### config.mk
export PLATFORM = sky130hd
export DESIGN_NAME = id_exe_pipe_reg
export DESIGN_NICKNAME = d
export VERILOG_FILES = /design/src/rtl/id_exe_pipe_reg.sv
export SDC_FILE = /design/constraint.sdc
export NUM_CORES = 1
export LEC_CHECK = 0
export CAP_MARGIN = 10
export CORE_UTILIZATION = 34
export CTS_CLUSTER_SIZE = 20
export DETAILED_ROUTE_END_ITERATION = 8
export PLACE_DENSITY = 0.66
export SLEW_MARGIN = 25
export SYNTH_ARGS = -nofsm -noshare
export SYNTH_HDL_FRONTEND = slang
export SYNTH_SLANG_ARGS = --single-unit
### constraint.sdc
create_clock -name clk -period 5.7 [get_ports clk]
set_clock_uncertainty 0.2 [all_clocks]
set_input_delay 1.425 -clock clk [delete_from_list [all_inputs] [get_ports clk]]
set_output_delay 1.425 -clock clk [all_outputs]
set_load 0.01 [all_outputs]
### src/rtl/id_exe_pipe_reg.sv
// ============================================================================
//  Module   : id_exe_pipe_reg
//  Purpose  : ID/EXE pipeline register with hazard bubbles and stall counters
//  Revision : 1.0
// ============================================================================
`default_nettype none

module id_exe_pipe_reg #(
    parameter int CNT_W = 32,
    parameter int RUN_W = 8
) (
    input  logic             clk,
    input  logic             rst,
    input  logic             ID_Valid,
    input  logic [31:0]      ID_PC,
    input  logic [31:0]      ID_Instr,
    input  logic [31:0]      ID_RsData,
    input  logic [31:0]      ID_RtData,
    input  logic [31:0]      ID_Imm32,
    input  logic [4:0]       ID_rs,
    input  logic [4:0]       ID_rt,
    input  logic [4:0]       ID_Dst,
    input  logic [4:0]       ID_ALUOp,
    input  logic             ID_RegWr,
    input  logic             ID_ReadMEM,
    input  logic             ID_WriteMEM,
    input  logic             ID_EX_DH_Stall,
    input  logic             ID_MEM1_DH_Stall,
    input  logic             ID_MEM2_DH_Stall,
    input  logic             EXE_Stall,
    input  logic             Flush,
    input  logic             BranchFlush,
    input  logic             CntClear,
    output logic             EXE_Valid,
    output logic [31:0]      EXE_PC,
    output logic [31:0]      EXE_Instr,
    output logic [31:0]      EXE_RsData,
    output logic [31:0]      EXE_RtData,
    output logic [31:0]      EXE_Imm32,
    output logic [4:0]       EXE_rs,
    output logic [4:0]       EXE_rt,
    output logic [4:0]       EXE_Dst,
    output logic [4:0]       EXE_ALUOp,
    output logic             EXE_RegWr,
    output logic             EXE_ReadMEM,
    output logic             EXE_WriteMEM,
    output logic             ID_Stall,
    output logic [CNT_W-1:0] StallCnt_EX,
    output logic [CNT_W-1:0] StallCnt_MEM1,
    output logic [CNT_W-1:0] StallCnt_MEM2,
    output logic [RUN_W-1:0] StallRun,
    output logic [RUN_W-1:0] MaxStallRun
);

    localparam logic [CNT_W-1:0] c_CNT_ONE = {{(CNT_W-1){1'b0}}, 1'b1};
    localparam logic [CNT_W-1:0] c_CNT_MAX = {CNT_W{1'b1}};
    localparam logic [RUN_W-1:0] c_RUN_ONE = {{(RUN_W-1){1'b0}}, 1'b1};
    localparam logic [RUN_W-1:0] c_RUN_MAX = {RUN_W{1'b1}};

    logic             w_dh;
    logic             w_load_bubble;
    logic             w_count_en;
    logic             w_inc_ex;
    logic             w_inc_mem1;
    logic             w_inc_mem2;
    logic             w_inc_any;

    logic             valid_d,    valid_q;
    logic [31:0]      pc_d,       pc_q;
    logic [31:0]      instr_d,    instr_q;
    logic [31:0]      rs_data_d,  rs_data_q;
    logic [31:0]      rt_data_d,  rt_data_q;
    logic [31:0]      imm32_d,    imm32_q;
    logic [4:0]       rs_d,       rs_q;
    logic [4:0]       rt_d,       rt_q;
    logic [4:0]       dst_d,      dst_q;
    logic [4:0]       alu_op_d,   alu_op_q;
    logic             reg_wr_d,   reg_wr_q;
    logic             read_mem_d, read_mem_q;
    logic             write_mem_d, write_mem_q;

    logic [CNT_W-1:0] cnt_ex_d,   cnt_ex_q;
    logic [CNT_W-1:0] cnt_mem1_d, cnt_mem1_q;
    logic [CNT_W-1:0] cnt_mem2_d, cnt_mem2_q;
    logic [RUN_W-1:0] run_d,      run_q;
    logic [RUN_W-1:0] max_run_d,  max_run_q;

    // Hazard qualification and bundle control
    always_comb begin
        w_dh          = ID_Valid & (ID_EX_DH_Stall | ID_MEM1_DH_Stall | ID_MEM2_DH_Stall);
        ID_Stall      = ~Flush & (EXE_Stall | (w_dh & ~BranchFlush));
        // Flush overrides back-pressure; BranchFlush and DH only act when EXE accepts.
        w_load_bubble = Flush | (~EXE_Stall & (BranchFlush | w_dh));
    end

    always_comb begin
        valid_d     = valid_q;
        pc_d        = pc_q;
        instr_d     = instr_q;
        rs_data_d   = rs_data_q;
        rt_data_d   = rt_data_q;
        imm32_d     = imm32_q;
        rs_d        = rs_q;
        rt_d        = rt_q;
        dst_d       = dst_q;
        alu_op_d    = alu_op_q;
        reg_wr_d    = reg_wr_q;
        read_mem_d  = read_mem_q;
        write_mem_d = write_mem_q;
        if (w_load_bubble) begin
            valid_d     = 1'b0;
            pc_d        = 32'd0;
            instr_d     = 32'd0;
            rs_data_d   = 32'd0;
            rt_data_d   = 32'd0;
            imm32_d     = 32'd0;
            rs_d        = 5'd0;
            rt_d        = 5'd0;
            dst_d       = 5'd0;
            alu_op_d    = 5'd0;
            reg_wr_d    = 1'b0;
            read_mem_d  = 1'b0;
            write_mem_d = 1'b0;
        end else if (!EXE_Stall) begin
            valid_d     = ID_Valid;
            pc_d        = ID_PC;
            instr_d     = ID_Instr;
            rs_data_d   = ID_RsData;
            rt_data_d   = ID_RtData;
            imm32_d     = ID_Imm32;
            rs_d        = ID_rs;
            rt_d        = ID_rt;
            dst_d       = ID_Dst;
            alu_op_d    = ID_ALUOp;
            reg_wr_d    = ID_RegWr;
            read_mem_d  = ID_ReadMEM;
            write_mem_d = ID_WriteMEM;
        end
    end

    // Only one cause is charged per cycle, EX first, should several be raised.
    always_comb begin
        w_count_en = ~Flush & ~EXE_Stall & ID_Valid;
        w_inc_ex   = w_count_en & ID_EX_DH_Stall;
        w_inc_mem1 = w_count_en & ~ID_EX_DH_Stall & ID_MEM1_DH_Stall;
        w_inc_mem2 = w_count_en & ~ID_EX_DH_Stall & ~ID_MEM1_DH_Stall & ID_MEM2_DH_Stall;
        w_inc_any  = w_inc_ex | w_inc_mem1 | w_inc_mem2;
    end

    always_comb begin
        cnt_ex_d   = cnt_ex_q;
        cnt_mem1_d = cnt_mem1_q;
        cnt_mem2_d = cnt_mem2_q;
        run_d      = run_q;
        if (CntClear) begin
            cnt_ex_d   = '0;
            cnt_mem1_d = '0;
            cnt_mem2_d = '0;
            run_d      = '0;
        end else begin
            if (w_inc_ex && cnt_ex_q != c_CNT_MAX) begin
                cnt_ex_d = cnt_ex_q + c_CNT_ONE;
            end
            if (w_inc_mem1 && cnt_mem1_q != c_CNT_MAX) begin
                cnt_mem1_d = cnt_mem1_q + c_CNT_ONE;
            end
            if (w_inc_mem2 && cnt_mem2_q != c_CNT_MAX) begin
                cnt_mem2_d = cnt_mem2_q + c_CNT_ONE;
            end
            if (w_inc_any) begin
                if (run_q != c_RUN_MAX) begin
                    run_d = run_q + c_RUN_ONE;
                end
            end else if (!EXE_Stall) begin
                run_d = '0;
            end
        end
    end

    always_comb begin
        if (CntClear) begin
            max_run_d = '0;
        end else if (run_d > max_run_q) begin
            max_run_d = run_d;
        end else begin
            max_run_d = max_run_q;
        end
    end

    always_ff @(posedge clk) begin
        if (rst) begin
            valid_q     <= 1'b0;
            pc_q        <= 32'd0;
            instr_q     <= 32'd0;
            rs_data_q   <= 32'd0;
            rt_data_q   <= 32'd0;
            imm32_q     <= 32'd0;
            rs_q        <= 5'd0;
            rt_q        <= 5'd0;
            dst_q       <= 5'd0;
            alu_op_q    <= 5'd0;
            reg_wr_q    <= 1'b0;
            read_mem_q  <= 1'b0;
            write_mem_q <= 1'b0;
            cnt_ex_q    <= '0;
            cnt_mem1_q  <= '0;
            cnt_mem2_q  <= '0;
            run_q       <= '0;
            max_run_q   <= '0;
        end else begin
            valid_q     <= valid_d;
            pc_q        <= pc_d;
            instr_q     <= instr_d;
            rs_data_q   <= rs_data_d;
            rt_data_q   <= rt_data_d;
            imm32_q     <= imm32_d;
            rs_q        <= rs_d;
            rt_q        <= rt_d;
            dst_q       <= dst_d;
            alu_op_q    <= alu_op_d;
            reg_wr_q    <= reg_wr_d;
            read_mem_q  <= read_mem_d;
            write_mem_q <= write_mem_d;
            cnt_ex_q    <= cnt_ex_d;
            cnt_mem1_q  <= cnt_mem1_d;
            cnt_mem2_q  <= cnt_mem2_d;
            run_q       <= run_d;
            max_run_q   <= max_run_d;
        end
    end

    assign EXE_Valid     = valid_q;
    assign EXE_PC        = pc_q;
    assign EXE_Instr     = instr_q;
    assign EXE_RsData    = rs_data_q;
    assign EXE_RtData    = rt_data_q;
    assign EXE_Imm32     = imm32_q;
    assign EXE_rs        = rs_q;
    assign EXE_rt        = rt_q;
    assign EXE_Dst       = dst_q;
    assign EXE_ALUOp     = alu_op_q;
    assign EXE_RegWr     = reg_wr_q;
    assign EXE_ReadMEM   = read_mem_q;
    assign EXE_WriteMEM  = write_mem_q;
    assign StallCnt_EX   = cnt_ex_q;
    assign StallCnt_MEM1 = cnt_mem1_q;
    assign StallCnt_MEM2 = cnt_mem2_q;
    assign StallRun      = run_q;
    assign MaxStallRun   = max_run_q;

endmodule

`default_nettype wire

; ---- After elaboration in Yosys (flattened, before gate mapping)
; Index checks and enable logic that the tools add are counted.
[classes]
addsub = 4
magnitude_cmp = 1
n_eq_ne = 4
mux = 4
bitwise = 23
n_reduce_logical = 5
[op_table]
columns = operator, n
row1 = 32-bit by 1-bit adder with 32-bit output (second input constant), 3
row2 = 32-bit inequality test (second input constant), 3
row3 = 8-bit two-way mux, 4
row4 = 1-bit bitwise AND, 11
row5 = 8-bit by 1-bit adder with 8-bit output (second input constant), 1
row6 = 8-bit > comparator, 1
row7 = 8-bit inequality test (second input constant), 1
row8 = 1-bit bitwise OR, 7
row9 = 1-bit inverter, 5
row10 = 2-bit OR reduction, 2
row11 = 1-bit logical AND, 3
[totals]
regBits = 296
input_bits = 193
output_inout_bits = 297

; ---- Logic depth before layout (Yosys ltp)
[depth]
word_depth = 10
mapped_depth = 14
depth_no_buf = 12

; ---- Least setup slack after synthesis
; No wires, ideal clock.
[synth_timing]
path_kind = input port to flip-flop
startpoint = input port EXE_Stall
endpoint = register max_run_q[1], in the netlist MaxStallRun[1]
setup_time_ns = 0.128
t_arrival_ns = 4.115
required_time_ns = 5.372
setup_slack_ns = 1.257
cell_stages = 14
n_path_buf = 2
cell_sequence = buf_2 or3b_1 nor3_1 nand2_1 o211ai_1 o41a_1 inv_1 ha_1 a211oi_1 nor2_1 o31ai_1 clkbuf_1 mux2i_1 nor2_1
[synth_via]
elab_chain_cells = 10
word_cells_on_any_way = 14
cone_classes = order compare: 1 / mux: 3 / bitwise: 10
[synth_lines]
columns = element, line
row1 = from (decl), 30  ; input logic EXE_Stall,
row2 = 1-bit inverter, 143  ; w_count_en = ~Flush & ~EXE_Stall & ID_Valid;
row3 = 1-bit bitwise AND (2 in series), 143
row4 = 1-bit bitwise AND, "145, 146"
row5 = "1-bit bitwise AND, on equally long branches", "145, 146"
row6 = 1-bit bitwise OR / 1-bit bitwise AND (equally long branches), "147, 146"
row7 = 1-bit bitwise OR, 147  ; w_inc_any = w_inc_ex | w_inc_mem1 | w_inc_mem2;
row8 = 8-bit two-way mux (*), 170  ; if (w_inc_any) begin
row9 = 8-bit two-way mux (*), 155  ; if (CntClear) begin
row10 = named net run_d[5], 85  ; logic [RUN_W-1:0] run_d, run_q;
row11 = 8-bit > comparator (*), 183  ; end else if (run_d > max_run_q) begin
row12 = to (signal assigned), 228  ; max_run_q <= max_run_d;
row13 = to (decl), 86  ; logic [RUN_W-1:0] max_run_d, max_run_q;
; The timed path passes the listed nets; every way through them passes the cells marked *.
; A chain may end at the register's enable or synchronous reset.

; ---- Worst setup path after layout
[layout_timing]
startpoint = input port ID_EX_DH_Stall
endpoint = output port ID_Stall
[layout_via]
elab_chain_cells = 6
[layout_lines]
columns = element, line
row1 = from (decl), 27  ; input logic ID_EX_DH_Stall,
row2 = 1-bit bitwise OR (2 in series), 90  ; w_dh = ID_Valid & (ID_EX_DH_Stall | ID_MEM1_DH_Stall | ID_MEM2_DH_Stall);
row3 = 1-bit bitwise AND, 90
row4 = 1-bit bitwise AND, 91  ; ID_Stall = ~Flush & (EXE_Stall | (w_dh & ~BranchFlush));
row5 = 1-bit bitwise OR, 91
row6 = 1-bit bitwise AND, 91
row7 = to (decl), 47  ; output logic ID_Stall,
; Every way passes these cells.

==> impl_table.tex <==
\begin{tabular}{lr}
\hline
Metric & Value \\
\hline
\multicolumn{2}{l}{\textbf{Timing}} \\
RSZ-0062 raised after global routing & no \\
Slew Viols, Final & 0 \\
Final Hold Fails & 0 \\
F\_max & 205.6 MHz \\
Final worst-path cycle share & 0.8531 \\
Fin Setup TNS & 0 ns \\
Final setup violation count & 0 \\
Normalized max-slew margin & 0.3115 \\
Shortest period the worst path allows & 4.863 ns \\
Tightest Pin Transition & 1.033 ns \\
\multicolumn{2}{l}{\textbf{Critical path}} \\
Endpoint required time on the critical path & 4.07 ns \\
R2R Setup Slk & 2.56 ns \\
Depth of the worst register-to-register path & 13 \\
Crit. End Element & output pin \\
Max Fanout on Critical Path & 6 \\
Worst r2r dst & MaxStallRun[2]\$\_SDFFE\_PP0N\_ \\
Critical path start-end classification & in -> out \\
Signal arrival time at the worst endpoint & 3.24 ns \\
Reg2reg start & StallRun[0]\$\_SDFF\_PP0\_ \\
Startpoint type of the worst setup path & input pin \\
\multicolumn{2}{l}{\textbf{Power}} \\
Combinational share of power & 0.085 \\
Worst IR drop on VDD & 0.0002794 V \\
Relative contribution of sequential cells to total power & 0.444 \\
Clk pwr share & 0.472 \\
Leak pwr & 6.999 nW \\
PD cells & 258.7 nW/um\^{}2 \\
Switch share & 0.2282 \\
Int Pwr & 0.003688 W \\
Switching power & 0.001090 W \\
\multicolumn{2}{l}{\textbf{Synthesis}} \\
Cell type with the largest total area after synthesis & dfxtp\_1 \\
Number of synthesized register bits & 296 \\
Main area contributors after synthesis & dfxtp\_1, mux2i\_1, nor2\_1 \\
Number of distinct standard cells referenced by the synthesized netlist & 53 \\
FFs w/ async S/R, synth & 0 \\
Mean area per synthesized cell & 9.481 sq um \\
Number of warnings printed during yosys synthesis & 0 \\
Cell count after synthesis & 1263 \\
Number of synthesized flops with an enable pin & 0 \\
Fraction of the yosys area taken by sequential cells & 0.4949 \\
Fraction of post-synthesis cell area in the top cell type by area & 0.4949 \\
Syn nets & 1468 \\
Synth Cell Area & 11970 sq um \\
Top FF cell, synth & dfxtp\_1 \\
\multicolumn{2}{l}{\textbf{Detailed routing}} \\
First-pass iteration count of the detailed router & 5 \\
Wirelength, routed & 40130 um \\
Routed vias/inst & 4.820 \\
Vias & 10710 \\
Remaining antenna violation count after routing & 0 \\
Violation count after the first detailed-routing iteration & 428 \\
Wire length per cell & 18.07 um \\
Remaining DRCs & 0 \\
\multicolumn{2}{l}{\textbf{Clock network}} \\
\# H-tree levels & 2 \\
Number of setup buffers added after CTS & 0 \\
Clock network latency to the later pin of the worst-skew pair & 0.52 ns \\
Clock transition at path regs & 0.05 ns \\
Number of buffers added to fix hold violations after cts & 0 \\
Number of clock sinks seen by CTS & 296 \\
CTS max path bufs & 3 \\
Clk root buf & clkbuf\_16 \\
Number of clock buffers inserted by TritonCTS & 36 \\
Clock tree from TritonCTS & built \\
Number of gates resized after CTS & 0 \\
\multicolumn{2}{l}{\textbf{Cells and area}} \\
Area Overhead vs Synth & 54.27\% \\
Number of nets at the end of the flow & 1941 \\
FILL cells & 3168 \\
Commonest cells after routing, fill and taps aside & clkdlybuf4s50\_1, nor2\_1, dfxtp\_1 \\
Most common cell after layout, fill and taps aside & clkdlybuf4s50\_1 \\
Share of cells above drive strength 1 & 0.05168 \\
Non-filler instance count after layout & 2221 \\
\multicolumn{2}{l}{\textbf{Global routing}} \\
Leftover overflow at the end of global routing & 0 \\
Maximum number of pins on one net before global-route repair & 142 \\
Total routing usage reported by global routing & 0.2160 \\
Vias in the first global route & 10360 \\
Number of antenna violations at the first check in global routing & 4 \\
Global-route wire length before repair & 60390 um \\
\multicolumn{2}{l}{\textbf{Die}} \\
Io pins & 490 \\
Effective utilization at floorplan & 0.3458 \\
FP Rows & 68 \\
Die extent in y & 189.7 um \\
Overall die width & 189.7 um \\
Area of the die & 35970 sq um \\
Area of the placeable core & 34630 sq um \\
\multicolumn{2}{l}{\textbf{Placement}} \\
Cell total after placement & 2153 \\
Sum of net half-perimeters after detailed placement & 29740 um \\
Number of buffers inserted by port buffering & 489 \\
Routability congestion estimate from global placement & 0.8655 \\
\multicolumn{2}{l}{\textbf{Run status}} \\
Run status & completed \\
\multicolumn{2}{l}{\textbf{Flow run}} \\
Number of maximum-capacitance constraint violations & 0 \\
\multicolumn{2}{l}{\textbf{Hold path}} \\
Startpoint of the lowest-slack hold path & EXE\_RtData[6]\$\_SDFFE\_PP0N\_ \\
Class of the most critical hold timing path & reg -> reg \\
Endpoint with the worst hold slack & EXE\_RtData[6]\$\_SDFFE\_PP0N\_ \\
Number of instances on the worst hold path & 2 \\
\hline
\end{tabular}
-- worst max-delay path by stage --
stage,from,endpoint
after floorplan,EXE_Stall,MaxStallRun[1]$_SDFFE_PP0N_
after global routing,ID_EX_DH_Stall,ID_Stall
after global placement,ID_Valid,MaxStallRun[2]$_SDFFE_PP0N_
after detailed placement,ID_Valid,MaxStallRun[3]$_SDFFE_PP0N_
after CTS,ID_EX_DH_Stall,ID_Stall
final,ID_EX_DH_Stall,ID_Stall
-- layout make-up --
cell class | instances | area [sq um] | share of cell area
clock buffer | 45 | 1006 | 0.05446
multi-input combinational | 879 | 5724 | 0.3099
clock inverter | 18 | 161.4 | 0.008737
timing repair buffer | 498 | 4980 | 0.2696
antenna | 5 | 12.51 | 0.0006773
sequential | 296 | 5926 | 0.3208
inverter | 25 | 93.84 | 0.005080
tap | 455 | 569.3 | 0.03082
-- sequential cells by signal, indices dropped and copies added (netlist names) --
signal         cells
EXE_ALUOp          5
EXE_Dst            5
EXE_Imm32         32
EXE_Instr         32
EXE_PC            32
EXE_ReadMEM        1
EXE_RegWr          1
EXE_RsData        32
EXE_RtData        32
EXE_Valid          1
EXE_WriteMEM       1
EXE_rs             5
EXE_rt             5
MaxStallRun        8
StallCnt_EX       32
StallCnt_MEM1     32
StallCnt_MEM2     32
StallRun           8
-- cell families (layout without fill, tap and decap cells) --
group / Yosys count / count (layout) / synth area share
adder cells (fa/ha/maj): 12 / 12 / 0.01254
flip-flops: 296 / 296 / 0.4949
multiplexers: 189 / 189 / 0.1580
other: 0 / 5 / 0
AND/OR/NAND/NOR: 539 / 539 / 0.2114
XOR/XNOR: 87 / 87 / 0.06364
AO/OA/AOI/OAI: 52 / 52 / 0.03083
buffers and inverters: 88 / 586 / 0.02874
-- routing by layer --
| metal | track usage | share of wire | vias to the layer above |
|---|---|---|---|
| met5 | 0 | 0 | - |
| met2 | 0.3659 | 0.48 | 321 |
| met4 | 0.06110 | 0.019 | 0 |
| met1 | 0.2475 | 0.40 | 5060 |
| met3 | 0.09020 | 0.10 | 57 |
| li1 | - | - | 5267 |
-- synth_stat cells, types with 3 or more instances --
library cell	number
nor2_1	299
dfxtp_1	296
mux2i_1	189
xor2_1	61
nand3_1	56
clkbuf_1	50
nand4_1	41
nand2_1	40
xnor2_1	26
inv_1	25
nor3_1	20
and3_1	17
and4_1	14
ha_1	12
a21oi_1	10
and2_1	10
nor4_1	10
or2_2	8
buf_1	7
o21ai_0	7
or3_1	7
a31oi_1	5
o211ai_1	5
o31ai_1	5
a211oi_1	4
buf_2	4
nor2b_1	3
-- through the flow --
stage | total power [W] | util | setup WS, ns | hold slack (ns) | cell area, sq um
global placement | 0.002567 | 0.4992 | 0.7511 | 0.2731 | 17290
global route | 0.004961 | 0.5335 | 0.7861 | 0.3216 | 18470
CTS | 0.004852 | 0.5329 | 0.8406 | 0.2995 | 18450
finish | 0.004779 | 0.5335 | 0.8371 | 0.2921 | 18470
floorplan | 0.002329 | - | 1.257 | 0.2964 | 11970
detailed placement | 0.002570 | 0.4992 | 0.7333 | 0.2845 | 17290
-- power groups by stage --
stage	clock, W	sequential [W]	combinational, W
after CTS	0.00232	0.00212	0.000409
after detailed placement	0	0.00216	0.000406
after global routing	0.00240	0.00212	0.000434
after global placement	0	0.00216	0.000404
final	0.00225	0.00212	0.000405
after floorplan	0	0.00218	0.000151
-- worst max-delay path, cell delays in order --
cell and delay, ns:
clkdlybuf4s50_1 0.50, or3_1 0.54, a31oi_1 0.21, nor2_1 0.08, clkdlybuf4s50_1 0.48
Note: power is estimated with default switching activity, not from simulation.
